**src/rtl/elevator_pkg.sv**
```systemverilog
// rtl/elevator_pkg.sv - shared types and helpers for the elevator controller
// Purpose : FSM state encoding, timer width and the floor-index width helper.
// Ports   : none (package).
package elevator_pkg;

   typedef enum logic [1:0] {
      IDLE = 2'b00,
      MOVE = 2'b01,
      DOOR = 2'b10
   } state_t;

   localparam int TIMER_W = 8;

   // Ceiling log2 with a floor of 1 so a 2-floor build still gets a 1-bit index.
   function automatic int clog2(input int n);
      int r;
      int v;
      r = 0;
      v = n - 1;
      while (v > 0) begin
         r++;
         v = v >> 1;
      end
      return (r < 1) ? 1 : r;
   endfunction

endpackage

```
**src/rtl/elevator_timer.sv**
```systemverilog
// rtl/elevator_timer.sv - loadable 8-bit down-counter shared by move and door timing
// Purpose : counts down to zero and parks there; load wins over counting.
// Ports   : CLK, RST (sync, active-high), en (count/load enable),
//           load, load_val (value to load), zero (count is zero).
module elevator_timer
   import elevator_pkg::*;
(
   input  logic               CLK,
   input  logic               RST,
   input  logic               en,
   input  logic               load,
   input  logic [TIMER_W-1:0] load_val,
   output logic               zero
);

   logic [TIMER_W-1:0] count;

   always_ff @(posedge CLK) begin
      if (RST) begin
         count <= '0;
      end else if (en) begin
         if (load) begin
            count <= load_val;
         end else if (count != '0) begin
            count <= count - TIMER_W'(1);
         end
      end
   end

   assign zero = (count == '0);

endmodule

```
**src/rtl/elevator_ctrl.sv**
```systemverilog
// rtl/elevator_ctrl.sv - sweep-order elevator controller
// Purpose : latches floor calls and serves them in sweep order with a
//           three-state FSM (IDLE/MOVE/DOOR) and one shared phase timer.
// Ports   : CLK, RST (sync, active-high), req (call buttons, one per floor),
//           stop_go (1 = hold), output_floor (current floor), pending (latched
//           calls), moving, dir_up, door_open.
module elevator_ctrl
   import elevator_pkg::*;
#(
   parameter  int NUM_FLOORS  = 4,
   parameter  int MOVE_CYCLES = 2,
   parameter  int DOOR_CYCLES = 4,
   localparam int FLOOR_W     = clog2(NUM_FLOORS)
) (
   input  logic                  CLK,
   input  logic                  RST,
   input  logic [NUM_FLOORS-1:0] req,
   input  logic                  stop_go,
   output logic [FLOOR_W-1:0]    output_floor,
   output logic [NUM_FLOORS-1:0] pending,
   output logic                  moving,
   output logic                  dir_up,
   output logic                  door_open
);

   // The timer is loaded with N-1 so its zero flag marks the last of N cycles.
   localparam logic [TIMER_W-1:0] MOVE_LD = TIMER_W'(MOVE_CYCLES - 1);
   localparam logic [TIMER_W-1:0] DOOR_LD = TIMER_W'(DOOR_CYCLES - 1);

   state_t                state;
   state_t                state_nxt;
   logic [FLOOR_W-1:0]    floor_nxt;
   logic [FLOOR_W-1:0]    floor_step;
   logic                  dir_nxt;
   logic                  enter_door;
   logic                  calls_above;
   logic                  calls_below;
   logic [NUM_FLOORS-1:0] clr_mask;
   logic [NUM_FLOORS-1:0] pending_d;
   logic                  tmr_load;
   logic [TIMER_W-1:0]    tmr_val;
   logic                  tmr_zero;

   elevator_timer u_timer (
      .CLK      (CLK),
      .RST      (RST),
      .en       (~stop_go),
      .load     (tmr_load),
      .load_val (tmr_val),
      .zero     (tmr_zero)
   );

   always_comb begin
      calls_above = 1'b0;
      calls_below = 1'b0;
      for (int i = 0; i < NUM_FLOORS; i++) begin
         if (pending[i] && (i > int'(output_floor))) calls_above = 1'b1;
         if (pending[i] && (i < int'(output_floor))) calls_below = 1'b1;
      end
   end

   assign floor_step = dir_up ? output_floor + FLOOR_W'(1) : output_floor - FLOOR_W'(1);

   always_comb begin
      state_nxt  = state;
      floor_nxt  = output_floor;
      dir_nxt    = dir_up;
      enter_door = 1'b0;
      tmr_load   = 1'b0;
      tmr_val    = '0;
      if (!stop_go) begin
         case (state)
            IDLE: begin
               if (pending[output_floor]) begin
                  state_nxt  = DOOR;
                  enter_door = 1'b1;
                  tmr_load   = 1'b1;
                  tmr_val    = DOOR_LD;
               end else if (calls_above || calls_below) begin
                  state_nxt = MOVE;
                  tmr_load  = 1'b1;
                  tmr_val   = MOVE_LD;
                  // With calls on both sides the current sweep direction is kept.
                  if (!(calls_above && calls_below)) dir_nxt = calls_above;
               end
            end
            MOVE: begin
               if (tmr_zero) begin
                  floor_nxt = floor_step;
                  tmr_load  = 1'b1;
                  if (pending[floor_step]) begin
                     state_nxt  = DOOR;
                     enter_door = 1'b1;
                     tmr_val    = DOOR_LD;
                  end else begin
                     tmr_val = MOVE_LD;
                  end
               end
            end
            DOOR: begin
               // A fresh press at this floor keeps the door open instead of closing.
               if (req[output_floor]) begin
                  tmr_load = 1'b1;
                  tmr_val  = DOOR_LD;
               end else if (tmr_zero) begin
                  if (dir_up ? calls_above : calls_below) begin
                     state_nxt = MOVE;
                     tmr_load  = 1'b1;
                     tmr_val   = MOVE_LD;
                  end else if (dir_up ? calls_below : calls_above) begin
                     state_nxt = MOVE;
                     dir_nxt   = ~dir_up;
                     tmr_load  = 1'b1;
                     tmr_val   = MOVE_LD;
                  end else begin
                     state_nxt = IDLE;
                  end
               end
            end
            default: state_nxt = IDLE;
         endcase
      end
   end

   // The served floor's bit is cleared on door entry and kept clear while the
   // door is open, even during a hold, so same-floor calls are absorbed.
   always_comb begin
      clr_mask = '0;
      if (enter_door || (state == DOOR)) clr_mask[floor_nxt] = 1'b1;
   end

   assign pending_d = (pending | req) & ~clr_mask;

   always_ff @(posedge CLK) begin
      if (RST) begin
         state        <= IDLE;
         output_floor <= '0;
         pending      <= '0;
         dir_up       <= 1'b1;
      end else begin
         state        <= state_nxt;
         output_floor <= floor_nxt;
         pending      <= pending_d;
         dir_up       <= dir_nxt;
      end
   end

   assign moving    = (state == MOVE);
   assign door_open = (state == DOOR);

endmodule

```
**config.mk**
```make
export PLATFORM = sky130hd
export DESIGN_NAME = elevator_ctrl
export DESIGN_NICKNAME = d
export VERILOG_FILES = /design/src/rtl/elevator_pkg.sv /design/src/rtl/elevator_timer.sv /design/src/rtl/elevator_ctrl.sv
export SDC_FILE = /design/constraint.sdc
export NUM_CORES = 1
export LEC_CHECK = 0
export CAP_MARGIN = 0
export CORE_AREA = 4 4 65 67
export DETAILED_ROUTE_END_ITERATION = 10
export DIE_AREA = 0 0 69 71
export SETUP_SLACK_MARGIN = 0.5
export SLEW_MARGIN = 20
export SYNTH_ARGS = -nofsm -noshare
export SYNTH_HDL_FRONTEND = slang
export SYNTH_SLANG_ARGS = --single-unit
```
**constraint.sdc**
```tcl
create_clock -name CLK -period 3.09 [get_ports CLK]
set_input_delay 0.618 -clock CLK [delete_from_list [all_inputs] [get_ports CLK]]
set_output_delay 0.618 -clock CLK [all_outputs]
set_load 0.05 [all_outputs]
```
### Yosys cells after proc, flatten, opt, wreduce, memory -nomap -nowiden

Index checks and enable logic that the tools add are counted.

* add/sub/neg operators: 3
* $lt $le $gt $ge: 10
* equality and inequality tests: 12
* muxes and demuxes: 63
* bitwise gates (word level): 5
* reduce and logical (&&, ||, !) cells: 18

Operators with widths (number)
* $mux 1: 37
* $mux 2: 14
* $mux 8: 2
* $pmux 2 s3: 2
* $ne 2x2->1 const B: 5
* $lt 2x3->1 const B: 3
* $reduce_and 9->1: 1
* $logic_and 1x1->1: 8
* $logic_not 8->1: 1
* $ne 2x1->1 const B: 4
* $reduce_bool 8->1: 1
* $sub 8x1->8 const B: 1
* $bmux 1 s2: 3
* $reduce_and 6->1: 1
* $and 4x4->4: 1
* $gt 2x2->1 const A: 2
* $lt 1x2->1 const A: 2
* $mux 4: 1
* $not 4->4: 1
* $or 4x4->4: 1
* $pmux 1 s2: 2
* $reduce_bool 2->1: 2
* $ne 3x3->1 const B: 1
* $pmux 1 s3: 1
* other kinds (12): 14

* register bits after elaboration: 17
* input bits: 7
* output and inout bits: 9
* logic and storage cells: 116

### Logic depth before layout (Yosys ltp)

* depth after elaboration: 14
* depth in mapped cells: 10
* mapped depth without buffers: 8

### Cells and area by module

Synthesis repeated with hierarchy kept, for this count alone.

* cell total of the unflattened synthesis: 168
* area total of the unflattened synthesis: 1351.3 sq um

By module, submodules not included
* elevator_ctrl: times used 1, cells each 95, area each 819.5 sq um, sequential area each 180.2 sq um
* elevator_timer: times used 1, cells each 73, area each 531.8 sq um, sequential area each 160.2 sq um

### Least setup slack after synthesis

Ideal clock, no wire load.

* path type: register to register
* from: register output_floor[0]
* to: register u_timer.count[0]
* setup time: 115 ps
* arrival time: 2545 ps
* required time: 2975 ps
* setup slack: 430 ps
* cell stages (with the launch flop): 10
* path buffers: 2
* clock period less this slack: 2660 ps
* cells stage by stage: dfxtp_1 buf_6 inv_1 ha_1 a221o_1 nor3_2 nor3_1 o31a_1 buf_2 o21ba_2

* cells in the longest elaborated chain, start to end: 14
* elaborated cells on any way between the ends: 43
* classes of those cells: 6 x order compare; 28 x mux; 9 x reduce/logical

Ends and longest elaborated chain
* start, declared: line elevator_ctrl.sv:19 `output logic [FLOOR_W-1:0] output_floor,`
* start signal, assigned: line elevator_ctrl.sv:142 `output_floor <= floor_nxt;`
* $gt 1x2->1 or $lt 1x2->1 (tied branches): line elevator_ctrl.sv:57, elevator_ctrl.sv:58
* $logic_and 1x1->1 (on tied branches): line elevator_ctrl.sv:57, elevator_ctrl.sv:58
* $mux 1 (on tied branches) (3 in a row): line elevator_ctrl.sv:57, elevator_ctrl.sv:58
* $mux 1 (2 in a row): line elevator_ctrl.sv:110 `end else if (dir_up ? calls_below : calls_above) begin`
* $mux 1: line elevator_ctrl.sv:106 `if (dir_up ? calls_above : calls_below) begin`
* $mux 1: line elevator_ctrl.sv:105 `end else if (tmr_zero) begin`
* $mux 1: line elevator_ctrl.sv:102 `if (req[output_floor]) begin`
* $pmux 1 s3: line elevator_ctrl.sv:72 `case (state)`
* $mux 1: line elevator_ctrl.sv:71 `if (!stop_go) begin`
* $reduce_bool 2->1 (no line)
* $reduce_and 2->1 (no line)
* end signal, assigned: line elevator_timer.sv:23 `count <= load_val;`
* end signal, assigned: line elevator_timer.sv:25 `count <= count - TIMER_W'(1);`
* end, declared: line elevator_timer.sv:16 `logic [TIMER_W-1:0] count;`

Parallel ways exist; a longest one is shown, timed or not. The select of a mux whose other input is x is not followed.
A chain may end at the register's enable or synchronous reset.

### Final worst setup path

* from: input req[0]
* to: register state[1]

* cells in the longest elaborated chain, start to end: 4

Ends and longest elaborated chain
* start, declared: line elevator_ctrl.sv:17 `input logic [NUM_FLOORS-1:0] req,`
* $bmux 1 s2: line elevator_ctrl.sv:102
* $mux 1 (not written as such): line elevator_ctrl.sv:102
* $ne 2x2->1 (no line)
* $reduce_and 6->1 (no line)
* end signal, assigned: line elevator_ctrl.sv:141 `state <= state_nxt;`
* end, declared: line elevator_ctrl.sv:30 `state_t state;`

No other way between the ends. The select of a mux whose other input is x is not followed.

==> results.ini <==
[sta]
finalCriticalPeriod_ps=2538
period_share=0.8213
setup_slack_ps=552.1
fmax_mhz=394.0
holdWs_ps=548.8
relSlewSlack=0.5414
finalHoldViolations=0
setup_viol=0
tightestPinTransition_ps=685.8
rsz0062_at_grt=false
fin_worst_skew_ps=4.538
setup_tns_ps=0
drv_slew=0

[placement]
place_ws_ps=263.9
io_buffers=15
place_congestion=0.8150
hpwl_mm=1.950
place_area_um2=1404

[cells_and_area]
area_growth_pct=20.41
final_core_util=0.4043
num_antenna_cells=0
fin_area_um2=1469
drive_above_1_share=0.1242
nets=169
fill_cells=376

[synthesis]
synth_area_um2=1220
yosysTopAreaCell=dfxtp_1
async_flop_share=0
postSynthCellCount=138
synthTopCellsByArea=dfxtp_1 (28%), ha_1 (8.2%), nor2_1 (5.8%), nor3_1 (4.9%), mux4_1 (4.3%)
ys.warnings.count=0
ys_top_cells_by_count=nor2_1 (19), dfxtp_1 (17), nor3_1 (12)
syn-num-nets=153
yosysUniqueCellTypes=46
synth_most_common_cell=nor2_1
yosysTopAreaCellShare=0.2790
ys_seq_area_frac=0.2790
ys.flop_type=dfxtp_1
synth_seq_cells=17
synth_edf_count=0
avgSynthCellArea_um2=8.840

[routing]
route.vias.total=1045
drtIter0Drc=53
routedWlPerCell_um=12.79
met2_length_mm=1.185
final_antenna_net_count=0
via_per_inst=5.199
wl_met1_mm=1.260
top_layer=met4
drt-pass1-iter-count=4
drt_wl_total_mm=2.571
drc=0
wl_met3_um=86

[clocking]
clock_latency_ps=250
cts.sink_count=17
cts_tree=done
cts-root-buf=clkbuf_8
cts.clk_slew.worst_paths_ps=70
cts_buffers=3
htree_num_levels=1
cts_buffer_depth=2

[worst_setup_path]
startpoint_type=input pin
required_ps=3210
crit_type=in2reg
end_kind=flip-flop
path_max_fanout=3
arrival_ps=2650

[floorplan]
die_w_um=69
fp.coreArea_um2=3633
initial_utilization=0.3357
die_h_um=71
row_count=22
die_area_um2=4899
ios=16

[grt]
grt_pass1_wl_mm=4.526
grt_pass1_vias=999
grt_max_degree=19
grt_usage=0.1096
grt_antenna_before_repair=0
overflow=0

[power_and_ir_drop]
irDropWorstVdd_v=0.0003290
power.density_nw_per_um2=808.0
leakagePower_nw=0.5704

[min_path]
hold_path.class=reg2reg

[run_status]
status=completed

[run]
cap_violations=0

==> placed cells by master, fill, tap and decap left out, types with 2 or more instances in the layout <==
cell	synthesis	layout
a21oi_1	4	4
dfxtp_1	17	15
a21boi_0	2	2
o21bai_1	2	2
nor3_1	12	12
a221o_1	2	2
ha_1	8	8
xor2_1	4	4
or4_4	2	2
or3_1	3	3
clkdlybuf4s50_1	0	14
nand3_1	4	4
mux4_1	2	2
nor2_1	19	19
o31a_1	2	2
buf_4	1	2
a211oi_1	3	3
nand2_1	7	7
inv_1	9	9
clkbuf_8	0	3
mux2i_1	3	3
xnor2_1	5	4
==> report_power, final <==
group	internal [mW]	total, mW	switching (mW)
clock network	0.0915	0.169	0.0771
registers	0.285	0.365	0.0800
logic	0.297	0.653	0.356
total	0.674	1.19	0.513
==> area by class of cell <==
cell class              instances  area, um^2  area share
multi-input cells             106       817.0      0.5562
clock buffers                   4       45.04     0.03066
inverters                       9       33.78     0.02300
flip-flops and latches         17       345.3      0.2351
well taps                      48       60.06     0.04089
repair buffers                 17       167.7      0.1141
==> state kept, by name, summed over array words and instances, names as in the netlist <==
register and count:
state 2, dir_up 1, pending 4, output_floor 2, u_timer.count 8
==> timing repair <==
item                                    CTS  global route
setup buffers                             0             1
resized for setup                         0             3
hold buffers                              0             0
endpoints found under the setup margin    0             8
==> final timing paths <==
check / startpoint / to / slack (ps) / cells past startpoint
setup / recovery: req[0] / state[1] / 550 / 6
hold reg to reg: u_timer.count[7] / u_timer.count[7] / 550 / 2
setup reg to reg: output_floor[0] / u_timer.count[0] / 750 / 7
hold / removal: u_timer.count[7] / u_timer.count[7] / 550 / 2
==> critical path, stage by stage <==
cell and delay [ps]:
clkdlybuf4s50_1 440, mux4_2 480, or4_4 540, a221oi_4 310, mux2i_1 220, nor2_1 50
==> layer usage <==
| layer | up-vias | track usage |
|---|---|---|
| met3 | 4 | 0.01847 |
| met1 | 495 | 0.1480 |
| met2 | 21 | 0.1684 |
| met5 | - | 0 |
| li1 | 525 | - |
| met4 | 0 | 0.05423 |
==> kinds of logic after synthesis <==
| logic type | after synthesis | synth area share |
|---|---|---|
| compound gates | 26 | 0.1928 |
| xor+xnor | 9 | 0.06461 |
| fa+ha+maj | 8 | 0.08205 |
| buf+inv | 15 | 0.05743 |
| flops | 17 | 0.2790 |
| mux | 6 | 0.08615 |
| simple gates | 57 | 0.2380 |
==> metrics by stage <==
stage	power (mW)	cells
after floorplan	0.8926	138
after global placement	1.007	196
after detailed placement	1.014	196
after CTS	1.192	200
after global routing	1.283	201
final	1.187	201
Note: power is estimated with default switching activity, not from simulation.
